==> config.mk <==
export PLATFORM = sky130hd
export DESIGN_NAME = encript
export DESIGN_NICKNAME = d
export VERILOG_FILES = /design/src/rtl/encript.sv
export SDC_FILE = /design/constraint.sdc
export NUM_CORES = 1
export LEC_CHECK = 0
export BUFFER_PORTS_ARGS = -buffer_cell sky130_fd_sc_hd__buf_2
export CAP_MARGIN = 40
export CORE_AREA = 2 2 174 176
export CTS_BUF_LIST = sky130_fd_sc_hd__clkbuf_16
export DETAILED_ROUTE_END_ITERATION = 10
export DIE_AREA = 0 0 176 178
export PLACE_DENSITY = 0.76
export SETUP_SLACK_MARGIN = 0.02
export SYNTH_ARGS = -nofsm -noshare
export SYNTH_HDL_FRONTEND = slang
export SYNTH_SLANG_ARGS = --single-unit
==> constraint.sdc <==
create_clock -name clk -period 2.73 [get_ports clk]
set_input_delay 0 -clock clk [delete_from_list [all_inputs] [get_ports clk]]
set_output_delay 0 -clock clk [all_outputs]
set_load 0.005 [all_outputs]
==> src/rtl/encript.sv <==
// Trivium keystream generator, 64 steps per clock, key/IV fixed at elaboration.
// Define ENCRIPT_PLAINTEXT_XOR_EN to XOR PLAINTEXT into every run-phase block.
module encript_step (
    input  logic [287:0] s_in,
    output logic [287:0] s_out,
    output logic         z
);
    // s_in[i-1] holds Trivium state bit s_i
    logic t1, t2, t3;

    always_comb begin
        t1 = s_in[65]  ^ s_in[92];
        t2 = s_in[161] ^ s_in[176];
        t3 = s_in[242] ^ s_in[287];
        z  = t1 ^ t2 ^ t3;
        t1 = t1 ^ (s_in[90]  & s_in[91])  ^ s_in[170];
        t2 = t2 ^ (s_in[174] & s_in[175]) ^ s_in[263];
        t3 = t3 ^ (s_in[285] & s_in[286]) ^ s_in[68];
        s_out = {s_in[286:177], t2, s_in[175:93], t1, s_in[91:0], t3};
    end
endmodule

module encript #(
    parameter logic [79:0] KEY       = 80'h0,
    parameter logic [79:0] IV        = 80'h0,
    parameter logic [63:0] PLAINTEXT = 64'h0
) (
    input  logic        clk,
    input  logic        reset,
    output logic [63:0] OUT
);
    localparam int          NUM_LANES = 64;
    localparam logic [4:0]  INIT_CYC  = 5'd18;

    function automatic logic [287:0] load_state();
        logic [287:0] v;
        v = '0;
        for (int i = 0; i < 80; i++) begin
            v[i]      = KEY[79-i];
            v[93 + i] = IV[79-i];
        end
        v[287:285] = 3'b111;
        return v;
    endfunction

    localparam logic [287:0] ST_INIT = load_state();

`ifdef ENCRIPT_PLAINTEXT_XOR_EN
    localparam logic [63:0] OUT_MASK = PLAINTEXT;
`else
    localparam logic [63:0] OUT_MASK = PLAINTEXT & 64'h0;
`endif

    logic [287:0]                  st;
    logic [4:0]                    cnt;
    logic [NUM_LANES:0][287:0]     chain;
    logic [NUM_LANES-1:0]          ks;

    assign chain[0] = st;

    // lane i performs step i+1; its z bit lands MSB-first
    for (genvar i = 0; i < NUM_LANES; i++) begin : g_lane
        encript_step u_step (
            .s_in  (chain[i]),
            .s_out (chain[i+1]),
            .z     (ks[NUM_LANES-1-i])
        );
    end

    always_ff @(posedge clk) begin
        if (reset) begin
            st  <= ST_INIT;
            cnt <= '0;
            OUT <= '0;
        end else begin
            st <= chain[NUM_LANES];
            if (cnt < INIT_CYC) begin
                cnt <= cnt + 5'd1;
                OUT <= '0;
            end else begin
                OUT <= ks ^ OUT_MASK;
            end
        end
    end
endmodule

# Word level (Yosys, flattened, before mapping)
# Cells that the tools add are included.
word_totals:
  word_cells: 902
  mem_bits_rw: 0
  memories: 0
  regBits: 357
  input_bits: 2
  romBits: 0
  latchBits: 0
  output_inout_bits: 64
classes:
  mux: 0
  div_mod_pow: 0
  mul: 0
  shift: 0
  reduce_logical: 1
  eq_ne: 0
  n_bitwise: 896
  n_addsub: 1
  magnitude_cmp: 1
ops:
  columns: ["op", "count"]
  rows:
  - ["XOR 1 bit", 704]
  - ["AND 1 bit", 192]
  - ["adder 5 x 1 -> 5 bit (second input constant)", 1]
  - ["less-than comparator 5 bit (second input constant)", 1]
  - ["OR reduction 2 bit", 1]

# Longest topological paths before layout
# Gate-level depths: netlist (run 1).
logic_depth:
  depth_word: 3
  ltp_mapped: 4
  depth_no_buf: 4

# Modules after synthesis
# Synthesis (run 1) repeated with hierarchy kept, for this count alone.
unflattened:
  hier_cells: 19839
  hier_area_um2: 157436.0
modules_own_cells:
  columns: ["module", "n_inst", "cells_each", "seq_area_each_um2", "area_each_um2"]
  rows:
  - ["encript_step", 64, 298, 0.0, 2308.5]
  - ["encript", 1, 767, 7146.9, 9694.3]

# Worst setup path before layout (run 1)
# No wires, ideal clock.
synth_timing:
  path_type: "register to register"
  start: "register st[29]"
  end: "register OUT[0]"
  setup_time_ns: 0.131
  path_stages_with_launch: 4
  required_time_ns: 2.599
  path_slack_ns: 1.500
  t_arrival_ns: 1.099
  synth_period_minus_slack_ns: 1.230
  path_buffers: 0
  path_cell_list: "dfxtp_1 > xnor2_1 > xnor3_1 > nor2b_1"
synth_between:
  elab_chain_cells: 3
synth_rtl:
  columns: ["item", "line", "rtl"]
  rows:
  - ["from (decl)", "54", "logic [287:0] st;"]
  - ["from (signal assigned)", "76", "st <= chain[NUM_LANES];"]
  - ["XOR 1 bit", "12", "t1 = s_in[65] ^ s_in[92];"]
  - ["XOR 1 bit (2 in series)", "15", "z = t1 ^ t2 ^ t3;"]
  - ["to (signal assigned)", "81", "OUT <= ks ^ OUT_MASK;"]
  - ["to (decl)", "30", "output logic [63:0] OUT"]
# Every way passes these cells.
# A chain may end at the register's enable or synchronous reset.

# Final worst setup path (run 1)
layout_timing:
  start: "register st[128]"
  end: "register st[192]"
layout_between:
  elab_chain_cells: 3
layout_rtl:
  columns: ["item", "line", "rtl"]
  rows:
  - ["XOR 1 bit", "13", "t2 = s_in[161] ^ s_in[176];"]
  - ["XOR 1 bit (2 in series)", "17", "t2 = t2 ^ (s_in[174] & s_in[175]) ^ s_in[263];"]
# Every way passes these cells.

==> results.md, run 1 <==
Outcome:
- The run finished with clean final reports.

Drt:
- The number of DRC violations after detailed-routing iteration 0 is 1,366.
- In the routed design, unresolved DRC markers number 0.
- The routed design has ~51,000 um of wire.
- After detailed routing, the number of vias per cell comes to roughly 5.7.
- The number of nets still failing antenna checks after routing is 0.
- The average wire per cell in the routed design is 26.7 um.
- The number of optimization iterations in the first detailed-route pass is 5.
- The via count is 10,700.

Global routing:
- Global routing finished with a remaining overflow of 0.
- The via count of the first global-routing pass was between 10,000 and 15,000.
- The largest net degree at the start of global routing is 115.
- The overall global routing resource usage is 33.2%.
- The global-route wire length before repair is 72,700 um.
- The initial antenna violation count is 4.

Synthesis:
- The synthesized area divided by synthesized cell count is roughly 12 um2.
- The count of unique library cells instantiated by Yosys is 23.
- Synthesis produced a netlist whose cell count is roughly 1,400.
- The number of flip-flops and latches in the synthesized netlist is ~360.
- The fraction of synthesized cell area taken by the top area cell type is 41.1%.
- For this run, asynchronously set or reset flops after synthesis account for 0%.
- Counting every net in the synthesized netlist gives 1,409.
- The count of flip-flops with a built-in enable after synthesis is 0.
- The number of warnings reported in the yosys synthesis log is 0.
- Among all flip-flop cells after synthesis, the most frequent one is dfxtp_1.
- The sequential element share of the synthesized area is 41.1%.
- The cell taking the most area after synthesis is dfxtp_1.
- The post-synthesis instance area is 17,400 um2.
- In the post-synthesis netlist, the biggest area contributors are dfxtp_1 (41%), xnor3_1 (33%), xnor2_1 (9.5%).

Hold path:
- The hold-critical path endpoint is st[159]$_SDFF_PP0_.
- The worst hold path cell count is 1.
- The worst hold path begins at st[95]$_SDFF_PP0_.
- In this run the worst hold path is classified as reg -> reg.

Power:
- For this design the static power due to leakage is 0.00978 uW.
- Cell internal power was estimated by the tool at between 15,000 and 20,000 uW.
- Of the total power, the clock network draws 18.6%.
- The net switching power of the design is 9410 uW.
- Of the total power, the share spent switching nets is about a third.
- Sequential cells account for 33.1% of the total power.
- The design draws 28,800 uW.
- The ratio of total power to cell area is roughly 1500 nW/um2.
- The proportion of power drawn by combinational gates is 48.3%.
- Across the VDD grid, the largest voltage drop is 0.696 mV.

STA:
- The total setup violations reported at the end of the flow is 0.
- The clock arrives with 0.0142 ns of skew.
- Setup repair after global routing left no endpoint under its margin.
- The maximum clock frequency is between 0.5 and 0.6 GHz.
- The number of hold-slack violations in the final timing report is 0.
- The worst-margin pin slew is 0.937 ns.
- Setup total negative slack on the finished layout was measured at 0 ns.
- The final critical delay including setup and external delays is approximately 2.0 ns.
- The worst slew slack as a fraction of its limit is 37.1%.
- The final worst hold slack is 0.434 ns.
- The max-slew violation total from the final report is 0.
- The post-route fraction of the period consumed by the critical path is approximately 73%.

Worst setup path:
- STA classifies the critical path endpoint as a flip-flop.
- The slack of the worst reg-to-reg path is approximately 0.74 ns.
- In this run the worst path has a maximum fanout of 5.
- The critical path goes through xnor2_1 > xnor3_1 > nor2_1.
- The arrival time of the worst setup path is 2.46 ns.
- The largest single stage delay on the critical path is 0.85 ns.
- The required time at the worst-slack endpoint is 3.20 ns.
- In this run the worst setup path begins at st[128]$_SDFF_PP0_.
- Measured in cells, the most critical reg-to-reg path has a length of 3.
- The worst register-to-register path ends at st[192]$_SDFF_PP0_.
- The startpoint of the lowest-slack register-to-register path is st[128]$_SDFF_PP0_.
- The kind of critical path is reg -> reg.
- STA classifies the critical path startpoint as a flip-flop.
- The slowest stage of the critical path belongs to the cell xnor2_1.

Die:
- The initial utilization of the core area, before any placement, comes to 59.1%.
- The die covers 31,300 um2.
- The die span in x is 176 um.
- During I/O placement, the number of pins put on the boundary was 66.
- The core area is 29,400 um2.
- The number of placement rows is 63.
- The floorplan step set the die height to 178 um.

Clock tree:
- TritonCTS built the clock tree.
- TritonCTS created 38 clock buffers.
- The CTS sink count is 357.
- In this run the deepest clock path goes through 3 buffers.
- The clock root buffer is clkbuf_16.
- Clock-pin slew was measured on the worst setup and hold paths at 0.06 ns.
- The number of setup buffers added after CTS is 0.
- In this run the number of H-tree levels came out at 2.
- The clock insertion delay at the later pin of the skew report is 0.53 ns.

Finish:
- The area added between synthesis and finish is 11.6%.
- Summing all multi-input logic gate instances after layout gives 10,100 um2.
- The number of non-filler instances in the completed layout is 1,899.
- The area taken by flip-flops and latches is 7150 um2.
- Leaving out fill and tap cells, the most frequent cell in the layout is dfxtp_1.
- The fill cell total of the finished layout is 2,197.
- The total number of nets in the final design is between 1,000 and 1,500.
- The library cells used most frequently in the layout, excluding fill and tap cells, are dfxtp_1 (357), xnor3_1 (256), nor2_1 (197), nand2_1 (193), xnor2_1 (188).
- The post-route netlist has under 10% of its cells at a drive strength greater than 1.
- The number of antenna diodes in the final layout is 0.

Flow run:
- The total of max-cap violations is 0.

Place:
- The quantity of I/O buffers inserted on ports is 65.
- The congestion estimate from routability-driven global placement came to 0.954.
- The cell count after placement is around 1,800.
- After legalization and detailed placement, the total HPWL measured 37,800 um.
-- registers in the layout, indices dropped and copies added, names as in the netlist --
signal and flops:
OUT 64, cnt 5, st 288
-- cell usage after synthesis, types with 2 or more instances --
cell type	number
buf_1	5
buf_2	17
clkbuf_1	15
dfxtp_1	357
nand2_1	193
nor2_1	197
nor2b_1	157
o21ai_0	2
or2_2	3
xnor2_1	188
xnor2_2	5
xnor3_1	256
-- per-stage QoR --
step	setup WS, ns	cell area (um2)	utilization, %
floorplan	1.50	17400	-
finish	0.740	19400	66.0
global route	0.733	19400	66.0
CTS	0.871	19400	66.0
global placement	0.849	18100	61.5
detailed placement	0.883	18100	61.5
-- power groups by stage --
stage	combinational (uW)	sequential [uW]	clock, uW
2_1_floorplan	11800	7890	0
3_3_place_gp	13700	9440	0
3_5_place_dp	13700	9450	0
4_1_cts	13900	9350	5360
5_1_grt	14700	9500	5570
6_report	13900	9540	5350
-- critical path: cells and delay by family (launching register included) --
kind | cells | cell delay, ns
and+or+nand+nor | 1 | 0.09
DFF | 1 | 0.52
xor gates and xnor gates | 2 | 1.31
-- routing by layer --
metal / vias up / share of wire, % / track usage, %
met5: - / 0.091 / 0
met4: 6 / 6.0 / 18.5
met3: 164 / 11 / 10.0
met2: 665 / 44 / 50.8
met1: 5248 / 38 / 42.5
li1: 4662 / - / -
-- what timing repair did --
| action | 4_1_cts | 5_1_grt |
|---|---|---|
| resized for setup | 0 | 0 |
| hold buffers | 1 | 0 |
| hold endpoints to repair | 59 | 0 |
-- worst max-delay path by stage --
| stage | to | slack (ns) | cells past startpoint |
|---|---|---|---|
| final | st[192]$_SDFF_PP0_ | 0.74 | 3 |
| after global routing | st[192]$_SDFF_PP0_ | 0.73 | 3 |
| after CTS | st[192]$_SDFF_PP0_ | 0.87 | 3 |
| after detailed placement | st[192]$_SDFF_PP0_ | 0.88 | 3 |
| after global placement | st[192]$_SDFF_PP0_ | 0.85 | 3 |
| after floorplan | OUT[0]$_SDFF_PP0_ | 1.50 | 3 |
-- cell type report --
cell class,instances,area share [%]
clock buffers,41,5.29
clock inverters,29,1.36
inverters,1,0.0194
multi-input cells,1010,51.9
flip-flops and latches,357,36.9
well taps,390,2.52
repair buffers,71,2.10
-- cell families after synthesis --
family / after synthesis / synth area share [%]
flops: 357 / 41.1
fa+ha+maj: 1 / 0.0720
simple gates: 552 / 14.3
compound gates: 7 / 0.360
xor+xnor: 450 / 43.2
buf+inv: 39 / 0.972
No activity file was read; power rests on OpenSTA's default activity.
==> run 2: changes to the inputs <==
==> constraint.sdc (replaced) <==
create_clock -name clk -period 2 [get_ports clk]
set_input_delay 0 -clock clk [delete_from_list [all_inputs] [get_ports clk]]
set_output_delay 0 -clock clk [all_outputs]
set_load 0.005 [all_outputs]
==> run 2 against run 1 <==
  * Non-clock buffer count rose by 29
  * Largest cell class unchanged
  * Final cell count rose by 1.2%
  * Critical path type unchanged
  * Sequential power rose by 33%
  * Hold slack improved by 0.0063 ns
  * Die area did not move
==> results.md, run 2 (same netlist as run 1, synthesis figures left out) <==
Global routing:
- The global-route wire length before repair is around 73,000 um.
- The initial antenna violation count is 1.
- The residual overflow from global routing is 0.
- For this run, the total global-route usage over all layers was measured as 33.1%.
- The via count of the first global-routing pass came to approximately 11,000.
- Entering global routing, the biggest net connects 102 pins.

Finish:
- The most common cell after layout, fill and taps aside is dfxtp_1.
- The fill cell total of the finished layout is 2,128.
- 0 antenna diodes ended up in the layout.
- The area added between synthesis and finish is 12.3%.
- The largest registers in the layout are st x288, OUT x64, cnt x5.
- The register with the most flip-flops in the layout has 288 of them.
- The post-route netlist has 10.4% of its cells at a drive strength greater than 1.
- The register with the most flip-flops in the final layout is st.
- The multi-input gate area in the final layout is 10,100 um2.
- After routing the design area is 19,500 um2.
- The library cells used most frequently in the layout, excluding fill and tap cells, are dfxtp_1 (357), xnor3_1 (256), nor2_1 (197), nand2_1 (193), xnor2_1 (188).
- The final cell utilization of the core is 66.3%.
- After the last flow step, the layout net total stands at between 1,500 and 2,000.
- In the final layout, flip-flops and latches occupy 7150 um2.

Power:
- For this design the static power due to leakage is slightly below 0.01 uW.
- The ratio of total power to cell area is about 2000 nW/um2.
- The peak supply drop is approximately 0.95 mV.

Drt:
- Dividing the detail-routed wire length by the instance count gives 26.2 um.
- The routed via count divided by cell count is 5.62.
- The total DRC errors in the routed layout is 0.
- The number of DRC violations after detailed-routing iteration 0 is 1,146.
- Before antenna repair, the detailed router went through 6 iterations.
- The number of nets still failing antenna checks after routing is 0.
- The final layout contains routed wiring with a total length of 50,300 um.
- The via count is 10,800.

STA:
- Based on the critical path, the design can be clocked at up to ~0.55 GHz.
- The max-slew violation total from the final report is 0.
- The worst path meets setup with 0.172 ns of slack.
- Dividing the final minimum period by the clock period gives 91.4%.
- Setup repair after global routing left no endpoint under its margin.
- The largest clock skew in the final design is 0.0231 ns.
- The final critical delay including setup and external delays is between 1.5 and 2 ns.
- At the pin with the least slew margin, the transition time is between 0.7 and 0.8 ns.
- For the final routed database, the setup TNS stands at 0 ns.
- The number of hold-slack violations in the final timing report is 0.
- Setup violations remaining at the end of the flow were counted as 0.
- The worst slew slack as a fraction of its limit is 48.6%.

Worst setup path:
- STA puts the critical path data arrival time at 2.23 ns.
- The worst setup path is launched from a flip-flop.
- The kind of critical path is reg -> reg.
- STA classifies the critical path endpoint as a flip-flop.
- The peak fanout along the critical path is 5.
- The required time at the worst-slack endpoint is approximately 2.4 ns.

Place:
- The global placement routability congestion is 0.952.
- The half-perimeter wire length after placement is 38,200 um.
- Before CTS, the worst setup slack after placement is between 0.2 and 0.25 ns.
- The instance area at placement is 18,300 um2.
- The quantity of I/O buffers inserted on ports is 65.

Die:
- The die span in x is 176 um.
- The I/O pin count is 66.
- The total area inside the core boundary comes to roughly 30,000 um2.
- In this run the vertical extent of the chip is 178 um.
- For this configuration, the core starts out at a cell density of 59.1%.
- The number of placement rows is 63.
- The floorplan step defined a die boundary enclosing 31,300 um2.

Hold path:
- The worst hold path belongs to the class in -> reg.

Clock tree:
- The clock tree synthesis step divided the H-tree into 2 levels.
- No sink is reached through more buffers than the 3 on the longest clock path.
- Buffers inserted during clock tree synthesis total 39.
- TritonCTS built the clock tree.
- At the later pin of the worst-skew pair, clock insertion delay measures 0.54 ns.
- The count of buffers added by post-CTS timing repair for setup is 0.
- The clock-pin slew on the worst setup and hold paths is 0.06 ns.
- CTS placed an instance of clkbuf_16 at the clock tree root.
- The clock drives 357 sinks.

Flow run:
- Across the run, the number of max-cap violations was 0.

Outcome:
- The flow ran to the end, and the final reports show no timing, DRC or antenna violations.
## run 2: cell count changes in the layout (fill, tap and decap cells not counted), sizes merged
cell	before	now
bufinv	5	2
clkinvlp	2	1
inv	9	8
buf	70	99
clkinv	14	13
## run 2: metrics by stage
stage | power (uW) | instances | hold WS, ns
floorplan | 26900 | 1406 | 0.255
global placement | 31600 | 1857 | 0.376
detailed placement | 31800 | 1857 | 0.374
CTS | 38700 | 1922 | 0.451
global route | 40200 | 1922 | 0.471
finish | 39000 | 1922 | 0.440
## run 2: path summary, 6_finish.rpt
kind              cells past startpoint             endpoint               start  slack (ns)
setup / recovery                      3   OUT[15]$_SDFF_PP0_  st[128]$_SDFF_PP0_        0.17
hold / removal                        3  cnt[3]$_SDFFE_PP0N_               reset        0.44
setup reg to reg                      3   OUT[15]$_SDFF_PP0_  st[128]$_SDFF_PP0_        0.17
hold reg to reg                       1   st[160]$_SDFF_PP0_   st[96]$_SDFF_PP0_        0.44
## run 2: critical path: stages, from the launching register on
cell     delay, ns
dfxtp_1       0.46
xnor2_1       0.70
xnor3_1       0.36
nor2b_1       0.16
## run 2: power breakdown
group	switching, uW	total, uW	internal, uW
combinational	6020	19400	13400
clock	2930	6870	3940
sequential	3760	12700	8990
total	12700	39000	26300
## run 2: layer usage
metal	GRT usage (%)	wire, um	vias to the layer above
met1	44.1	19500	5275
met2	51.4	22600	645
met4	18.1	3130	2
met3	6.46	5120	164
li1	-	-	4722
met5	0	13	-
## run 2: timing repair
| item | in CTS | in global routing |
|---|---|---|
| hold buffers | 1 | 0 |
| endpoints found under the hold margin | 53 | 0 |
| gates resized for setup | 0 | 0 |
## run 2: area by class of cell
cell class | count | share of cell area [%]
multi-input combinational | 1010 | 51.6
sequential | 357 | 36.6
clock buffer | 41 | 5.26
timing repair buffer | 100 | 3.21
tap | 390 | 2.50
clock inverter | 23 | 0.808
inverter | 1 | 0.0192
